`src/rtl/branch_stall_ctrl.sv`:
```
// ---------------------------------------------------------------------------
// branch_stall_ctrl
//
// Front-end sequencer for the 5-stage MIPS core. It runs beside the ID-stage
// branch comparator and decides each cycle whether the front end advances,
// stalls (bubble into EX), flushes (squash IF/ID and redirect the PC) or
// freezes on request from the memory side. It also keeps two saturating
// performance counters: cycles spent bubbling and slots flushed.
//
// Ports
//   clk, rst_n          pipeline clock, asynchronous active-low reset
//   Branch, bne, Jump   ID-stage instruction class (beq / bne / j,jal)
//   uses_rs, uses_rt    ID instruction reads rs / rt
//   rs_id, rt_id        ID source register numbers
//   WriteReg_ex, RegWrite_ex, MemRead_ex   EX-stage destination and control
//   WriteReg_mem, MemRead_mem              MEM-stage destination and load flag
//   cmp_eq              forwarded ID comparator result (rs value == rt value)
//   freeze_req          level freeze request, held until freeze_ack is seen
//   cnt_clr             synchronous clear of both counters
//   PCWrite, IFIDWrite  PC and IF/ID update enables
//   IDEXBubble          zero the ID/EX control fields this cycle
//   IFFlush, CHmux      squash IF/ID, select branch/jump target into PC
//   pipe_hold           hold every pipeline register (freeze only)
//   freeze_ack          high while the FREEZE state is occupied
//   stall_cycles, flush_count  saturating performance counters
// ---------------------------------------------------------------------------
module branch_stall_ctrl #(
  parameter int CNT_W = 16
) (
  input  logic             clk,
  input  logic             rst_n,
  input  logic             Branch,
  input  logic             bne,
  input  logic             Jump,
  input  logic             uses_rs,
  input  logic             uses_rt,
  input  logic [4:0]       rs_id,
  input  logic [4:0]       rt_id,
  input  logic [4:0]       WriteReg_ex,
  input  logic             RegWrite_ex,
  input  logic             MemRead_ex,
  input  logic [4:0]       WriteReg_mem,
  input  logic             MemRead_mem,
  input  logic             cmp_eq,
  input  logic             freeze_req,
  input  logic             cnt_clr,
  output logic             PCWrite,
  output logic             IFIDWrite,
  output logic             IDEXBubble,
  output logic             IFFlush,
  output logic             CHmux,
  output logic             pipe_hold,
  output logic             freeze_ack,
  output logic [CNT_W-1:0] stall_cycles,
  output logic [CNT_W-1:0] flush_count
);

  typedef enum logic [1:0] {
    RUN    = 2'd0,
    STALL  = 2'd1,
    FREEZE = 2'd2
  } state_t;

  state_t state, state_next;
  logic [1:0] rem, rem_next;

  // Hazard detection terms
  logic br;
  logic reads_rs, reads_rt;
  logic m_ex, m_mem;
  logic h2, h1;
  logic taken;

  // Ungated decision outputs
  logic pc_write_c, ifid_write_c, bubble_c, flush_c, chmux_c, hold_c;

  localparam logic [CNT_W-1:0] CNT_MAX = {CNT_W{1'b1}};

  // Hazard classification. A branch compares both operands in ID, so it reads
  // rs and rt regardless of what the decoder says. Register 0 never matches
  // because $zero is never really written.
  always_comb begin
    br       = Branch | bne;
    reads_rs = uses_rs | br;
    reads_rt = uses_rt | br;

    m_ex  = (WriteReg_ex != 5'd0) &&
            ((reads_rs && (WriteReg_ex == rs_id)) ||
             (reads_rt && (WriteReg_ex == rt_id)));
    m_mem = (WriteReg_mem != 5'd0) &&
            ((reads_rs && (WriteReg_mem == rs_id)) ||
             (reads_rt && (WriteReg_mem == rt_id)));

    // A load feeding a branch needs two bubbles: the data is only available
    // for forwarding into the ID comparator after the load leaves MEM.
    h2 = br & MemRead_ex & m_ex;

    // One bubble: ALU result in EX feeding a branch, load in MEM feeding a
    // branch, or the classic load-use for an ordinary instruction.
    h1 = (br & RegWrite_ex & ~MemRead_ex & m_ex) |
         (br & MemRead_mem & m_mem) |
         (~br & MemRead_ex & m_ex);

    taken = (Branch & cmp_eq) | (bne & ~cmp_eq);
  end

  // Next-state and decision logic. H1 deliberately stays in RUN: the same
  // instruction is re-examined next cycle with the producer one stage further
  // along, which either clears the hazard or turns it into a smaller one.
  // A taken branch keeps PCWrite/IFIDWrite high so the target is actually
  // loaded while the wrong-path fetch is squashed, exactly like a jump.
  always_comb begin
    state_next   = state;
    rem_next     = rem;
    pc_write_c   = 1'b0;
    ifid_write_c = 1'b0;
    bubble_c     = 1'b0;
    flush_c      = 1'b0;
    chmux_c      = 1'b0;
    hold_c       = 1'b0;

    unique case (state)
      RUN: begin
        if (freeze_req) begin
          hold_c     = 1'b1;
          state_next = FREEZE;
        end else if (h2) begin
          bubble_c   = 1'b1;
          rem_next   = 2'd1;
          state_next = STALL;
        end else if (h1) begin
          bubble_c = 1'b1;
        end else if (Jump || taken) begin
          pc_write_c   = 1'b1;
          ifid_write_c = 1'b1;
          flush_c      = 1'b1;
          chmux_c      = 1'b1;
        end else begin
          pc_write_c   = 1'b1;
          ifid_write_c = 1'b1;
        end
      end

      // Inputs, including freeze_req, are not looked at here; a pending
      // freeze is picked up by the first RUN cycle afterwards.
      STALL: begin
        bubble_c = 1'b1;
        rem_next = (rem != 2'd0) ? (rem - 2'd1) : 2'd0;
        if (rem_next == 2'd0) begin
          state_next = RUN;
        end
      end

      FREEZE: begin
        hold_c = 1'b1;
        if (!freeze_req) begin
          state_next = RUN;
        end
      end

      default: begin
        state_next = RUN;
        rem_next   = 2'd0;
      end
    endcase
  end

  // While reset is asserted every decision output is forced low, including
  // PCWrite, so nothing in the front end moves.
  assign PCWrite    = rst_n & pc_write_c;
  assign IFIDWrite  = rst_n & ifid_write_c;
  assign IDEXBubble = rst_n & bubble_c;
  assign IFFlush    = rst_n & flush_c;
  assign CHmux      = rst_n & chmux_c;
  assign pipe_hold  = rst_n & hold_c;

  // freeze_ack is simply the registered state, so it rises the cycle after the
  // request is accepted and falls the cycle after the request drops.
  assign freeze_ack = (state == FREEZE);

  // State and remaining-stall register; reset aborts any stall or freeze.
  always_ff @(posedge clk or negedge rst_n) begin
    if (!rst_n) begin
      state <= RUN;
      rem   <= 2'd0;
    end else begin
      state <= state_next;
      rem   <= rem_next;
    end
  end

  // Performance counters: clear beats increment, and both stick at all-ones.
  always_ff @(posedge clk or negedge rst_n) begin
    if (!rst_n) begin
      stall_cycles <= '0;
      flush_count  <= '0;
    end else if (cnt_clr) begin
      stall_cycles <= '0;
      flush_count  <= '0;
    end else begin
      if (IDEXBubble && (stall_cycles != CNT_MAX)) begin
        stall_cycles <= stall_cycles + CNT_W'(1);
      end
      if (IFFlush && (flush_count != CNT_MAX)) begin
        flush_count <= flush_count + CNT_W'(1);
      end
    end
  end

endmodule

```
`config.mk`:
```
export PLATFORM = sky130hd
export DESIGN_NAME = branch_stall_ctrl
export DESIGN_NICKNAME = d
export VERILOG_FILES = /design/src/rtl/branch_stall_ctrl.sv
export SDC_FILE = /design/constraint.sdc
export NUM_CORES = 1
export LEC_CHECK = 0
export CORE_MARGIN = 2
export CORE_UTILIZATION = 44
export CTS_CLUSTER_DIAMETER = 100
export DETAILED_ROUTE_END_ITERATION = 12
export PLACE_DENSITY = 0.77
export SLEW_MARGIN = 10
export SYNTH_ARGS = -nofsm -noshare
export SYNTH_HDL_FRONTEND = slang
export SYNTH_SLANG_ARGS = --single-unit
```
`constraint.sdc`:
```
create_clock -name clk -period 2.3 [get_ports clk]
set_input_delay 0.46 -clock clk [delete_from_list [all_inputs] [get_ports clk]]
set_output_delay 0.46 -clock clk [all_outputs]
set_load 0.02 [all_outputs]
```
* Word-level counts from Yosys, hierarchy flattened *
Index checks and enable logic that the tools add are counted.

storage, ports and cells
  bits in registers = 36
  output and inout port bits = 39
  logic and storage cells = 92

operators by class
  add/sub/neg operators = 3
  eq/ne operators = 13
  mux-type cells = 27
  bitwise gates (word level) = 25
  reduce and logical (&&, ||, !) cells = 20

operators with widths
  kind                                                                   number
  16-bit two-way mux                                                     4
  16-bit by 1-bit adder with 16-bit output, second input constant        2
  16-bit != test, second input constant                                  2
  5-bit equality test                                                    4
  1-bit AND                                                              15
  1-bit two-way mux                                                      13
  2-bit two-way mux                                                      6
  2-bit one-hot mux with 3 select lines                                  2
  5-bit nonzero test                                                     2
  1-bit logical AND                                                      8
  2-bit != test, second input constant                                   4
  1-bit bitwise OR                                                       6
  3-bit AND reduction                                                    2
  2-bit nonzero test                                                     3
  2-bit zero test                                                        2
  1-bit inverter                                                         4
  1-bit one-hot mux with 2 select lines                                  2
  1-bit logical OR                                                       3
  3-bit != test, second input constant                                   1
  2-bit by 1-bit equality test with 1-bit output, second input constant  1
  2-bit equality test, second input constant                             1
  2-bit by 1-bit subtractor with 2-bit output, second input constant     1

* Longest topological paths before layout *
  depth in word-level cells = 16
  gate-level depth with buffers = 11

* Least setup slack after synthesis *
No wires, ideal clock.

  kind = input -> output
  start point = input WriteReg_ex[1]
  end point = output IFFlush
  arrival time = 2.162 ns
  setup slack = -0.322 ns
  cell stages on the path = 9
  path buffers = 3
  path through = or4_1 -> nor2_2 -> nor4_2 -> nor2_4 -> o2111ai_4 -> buf_6 -> buf_6 -> inv_1 -> buf_4

on the way
  word-level cells in the longest chain between the ends = 12
  elaborated cells on any way between the ends = 17

ends and longest elaborated chain
  item                                    line    RTL
  start: declaration                      39      input logic [4:0] WriteReg_ex,
  5-bit equality test (on tied branches)  88, 89
  1-bit logical AND (on tied branches)    88, 89
  1-bit logical OR                        88      ((reads_rs && (WriteReg_ex == rs_id)) ||
  1-bit logical AND (*)                   87      m_ex = (WriteReg_ex != 5'd0) &&
  1-bit AND                               100     h1 = (br & RegWrite_ex & ~MemRead_ex & m_ex) |
  1-bit bitwise OR                        100
  1-bit bitwise OR                        101     (br & MemRead_mem & m_mem) |
  1-bit two-way mux                       -
  1-bit two-way mux (*) (3 in a row)      -
  1-bit AND (*)                           -
  end: declaration                        50      output logic IFFlush,

Every way passes the cells marked *; elsewhere a longest branch is shown, timed or not.

* Worst setup path after layout *
  start point = input WriteReg_ex[0]
  end point = output IFFlush

on the way
  word-level cells in the longest chain between the ends = 12
  elaborated cells on any way between the ends = 17

ends and longest elaborated chain
  item                                    line    RTL
  5-bit equality test (on tied branches)  88, 89
  1-bit logical AND (on tied branches)    88, 89
  1-bit logical OR                        88
  1-bit logical AND (*)                   87
  1-bit AND                               100
  1-bit bitwise OR                        100
  1-bit bitwise OR                        101
  1-bit two-way mux                       131     end else if (h1) begin
  1-bit two-way mux (*)                   127     end else if (h2) begin
  1-bit two-way mux (*)                   124     if (freeze_req) begin
  1-bit two-way mux (*)                   122     unique case (state)
  1-bit AND (*)                           173     assign IFFlush = rst_n & flush_c;

Marks and branches as above.

==> flow_summary.yaml <==
run_status:
  status: "complete, but fails checks"
  violations: "negative setup slack"
timing:
  fin_worst_skew_ps: 9.599
  finalHoldViolations: 0
  tightest_slew_ps: 741.0
  post-route-period-util_pct: 110.1
  grt_setup_unrepaired: "true"
  setup_viol: 34
  setup_ws_ps: -233.4
  layout_min_cycle_time_ps: 2533
  fmax_mhz: 394.7
  drv_slew: 0
  slew_headroom_pct: 50.46
clock_network:
  cts_buffers: 5
  clk_pin_slew_ps: 80
  clock_path_buffers: 2
  clockRootBuffer: "clkbuf_8"
  tritoncts: "done"
  worstSkewPairLatency_ps: 290
  h-tree-depth: 2
  cts_sinks: 36
  hold_buffers: 0
logic_synthesis:
  synthCells: 273
  syn_nets: 308
  synth-edff-count: 0
  yosysUniqueCellTypes: 52
  synth_area_mm2: 0.002515
  yosysWarningCount: 0
  synth_async_sr_flop_share_pct: 100.0
  avgSynthCellArea_um2: 9.212
  ys.flop_type: "dfrtp_1"
  synth_seq_cells: 36
  synth.yosys.seq_area_share_pct: 35.82
power:
  ir_drop_v: 0.0002453
  swShare_pct: 28.56
  switchingPower_uw: 428.8
  internal-power_uw: 1073
  fin_total_pwr_uw: 1502
  p_per_area_mw_per_mm2: 337.6
  combPwrFrac_pct: 24.7
  clkPwrFrac_pct: 32.3
  seq_power_share_pct: 43.0
  p_leak_uw: 0.001719
finish:
  drive_above_1_share_pct: 45.06
  diodes: 0
  area.growth.synth_to_final_pct: 76.87
  nNetsFinal: 429
  fin_util_pct: 80.78
  n_fill_cell: 292
critical_path:
  critPathKind: "in -> out"
  critPathRequiredTime_ps: 1840
  r2r-end: "stall_cycles[4]$_DFFE_PN0P_"
  regToRegSetupSlack_ps: 30
  worst_setup_path_start_kind: "primary input"
  path_max_fanout: 3
  crit_chain: "buf_12 > xnor2_4 > o2111ai_4 > nor4_4 > nor2_4 > o2111ai_4 > buf_6 > clkinvlp_4 > buf_6"
  endpoint_kind: "output pin"
  r2r_start: "state[1]$_DFFE_PN0P_"
  cp_slowest_stage_delay_ps: 430
  rr_worst_depth: 9
  worstPathArrival_ps: 2070
  cpMaxStageDelayCell: "nor4_4"
grt:
  grt_pass1_wl_mm: 13.79
  antenna_found_initial: 0
  grt_use_total_pct: 27.87
  grt-ovfl-total: 0
  grt_pass1_vias: 2767
  grt_max_degree: 37
detailed_routing:
  wl_per_cell_um: 19.97
  drcViolationCount: 0
  ant_nets: 0
  num_vias: 2837
  viasPerCell: 6.075
  first_iter_violations: 300
  wirelength_mm: 9.326
  drt_first_pass_iters: 5
die:
  die_h_um: 79.60
  dieArea_mm2: 0.006336
  initial_core_util_pct: 45.67
  ioPinCount: 72
  coreArea_mm2: 0.005507
  num_rows: 27
  die_w_um: 79.60
placement:
  io_buffers: 71
  place_congestion: 0.8609
  dpl.hpwl_mm: 5.178
run:
  drv_cap: 0
worst_hold_path:
  hp-class: "in -> async"
-- power by group through the flow --
stage                     registers, uW  logic, uW  clock network, uW
final                               645        371                485
after global routing                646        390                518
after CTS                           646        337                483
after detailed placement            658        256                  0
after global placement              657        250                  0
after floorplan                     658        102                  0
-- layout by cell type (no fill, tap or decap), types with 6 or more instances in the layout --
| cell | count |
|---|---|
| mux2_4 | 8 |
| a21oi_2 | 13 |
| nand2_1 | 15 |
| nor2_1 | 15 |
| xnor2_4 | 6 |
| dfrtp_1 | 36 |
| o31ai_2 | 6 |
| nand3_1 | 12 |
| buf_6 | 17 |
| buf_4 | 50 |
| or4_4 | 11 |
| clkdlybuf4s50_1 | 41 |
| a21oi_1 | 10 |
| or3_1 | 8 |
| nor2b_1 | 10 |
| clkbuf_8 | 6 |
| buf_8 | 6 |
-- flip-flops by register name, indices dropped and copies added, names as in the netlist --
signal	cells
flush_count	16
rem	2
stall_cycles	16
state	2
-- stage by stage --
stage                     setup TNS, ps  hold slack (ps)  setup slack, ps  std cells  instance area [um2]
after floorplan                  -865.7            164.4           -232.6        273                 2547
after global placement           -23800            526.9           -897.3        442                 3572
after detailed placement         -26820            532.2           -992.7        442                 3572
after CTS                         -1288            406.2           -184.7        463                 4213
after global routing              -4839            423.4           -272.0        467                 4448
final                             -3519            379.3           -233.4        467                 4448
-- layer usage --
| metal | GRT usage [%] | wire, um |
|---|---|---|
| met1 | 33.74 | 3777 |
| met2 | 48.07 | 4806 |
| met3 | 5.656 | 461 |
| met4 | 11.38 | 281 |
| met5 | 0 | 0 |
-- cell families after synthesis --
logic type      Yosys count  share of synthesized area [%]
simple gates            119                          30.00
buf+inv                  24                          4.826
fa+ha+maj                 2                         0.9949
flops                    36                          35.82
mux                       8                          3.582
xor+xnor                 20                          6.965
compound gates           64                          17.81
-- cells in the mapped netlist, drive strengths merged (3+ instances only) --
library cell  instances  share of area (%)
dfrtp                36                 36
o21ai                 8                1.6
nor4b                 4                2.4
clkbuf                8                1.2
o2111ai               5                2.4
and2                  4               0.99
nand3                12                2.4
o31ai                11                3.3
buf                  10                2.7
or2                   3               0.75
nor2                 19                3.2
nor3                  3               0.80
nor4                  5                2.2
a21oi                23                4.6
nand2                15                2.2
or4                  16                4.8
inv                   6               0.90
or3                  10                2.5
xnor2                16                5.6
xor2                  4                1.4
and4                  3                1.0
mux2                  8                3.6
nor2b                10                2.5
o41ai                 5                2.0
nand2b                4               0.99
nand4                 4               0.99
-- worst max path at each step --
stage	startpoint	endpoint	cells past startpoint	slack [ps]
after floorplan	bne	IFFlush	10	-230
after global routing	WriteReg_ex[0]	IFFlush	9	-270
after global placement	WriteReg_ex[2]	CHmux	8	-900
after CTS	WriteReg_ex[3]	IDEXBubble	9	-180
after detailed placement	WriteReg_ex[0]	IFFlush	8	-990
final	WriteReg_ex[0]	IFFlush	9	-230
-- worst max-delay path: cells and delay by family --
| family | cells | cell delay, ps |
|---|---|---|
| compound gates | 2 | 430 |
| simple gates | 2 | 510 |
| buf+inv | 4 | 490 |
| xor+xnor | 1 | 180 |
-- final cells by class --
cell class	instances	area, um2	area share (%)
Sequential cell	36	900.9	20.25
Clock buffer	6	82.58	1.857
Multi-Input combinational cell	213	2047	46.02
Timing Repair Buffer	132	1291	29.03
Clock inverter	2	10.01	0.2250
Tap cell	72	90.09	2.025
Inverter	6	26.28	0.5907
-- timing repair --
| action | in CTS | in global routing |
|---|---|---|
| setup endpoints to repair | 37 | 36 |
| buffers inserted | 9 | 6 |
| cloned | 5 | 0 |
| pin swaps | 62 | 20 |
| gates resized for setup | 191 | 50 |
No activity file was read; power rests on OpenSTA's default activity.
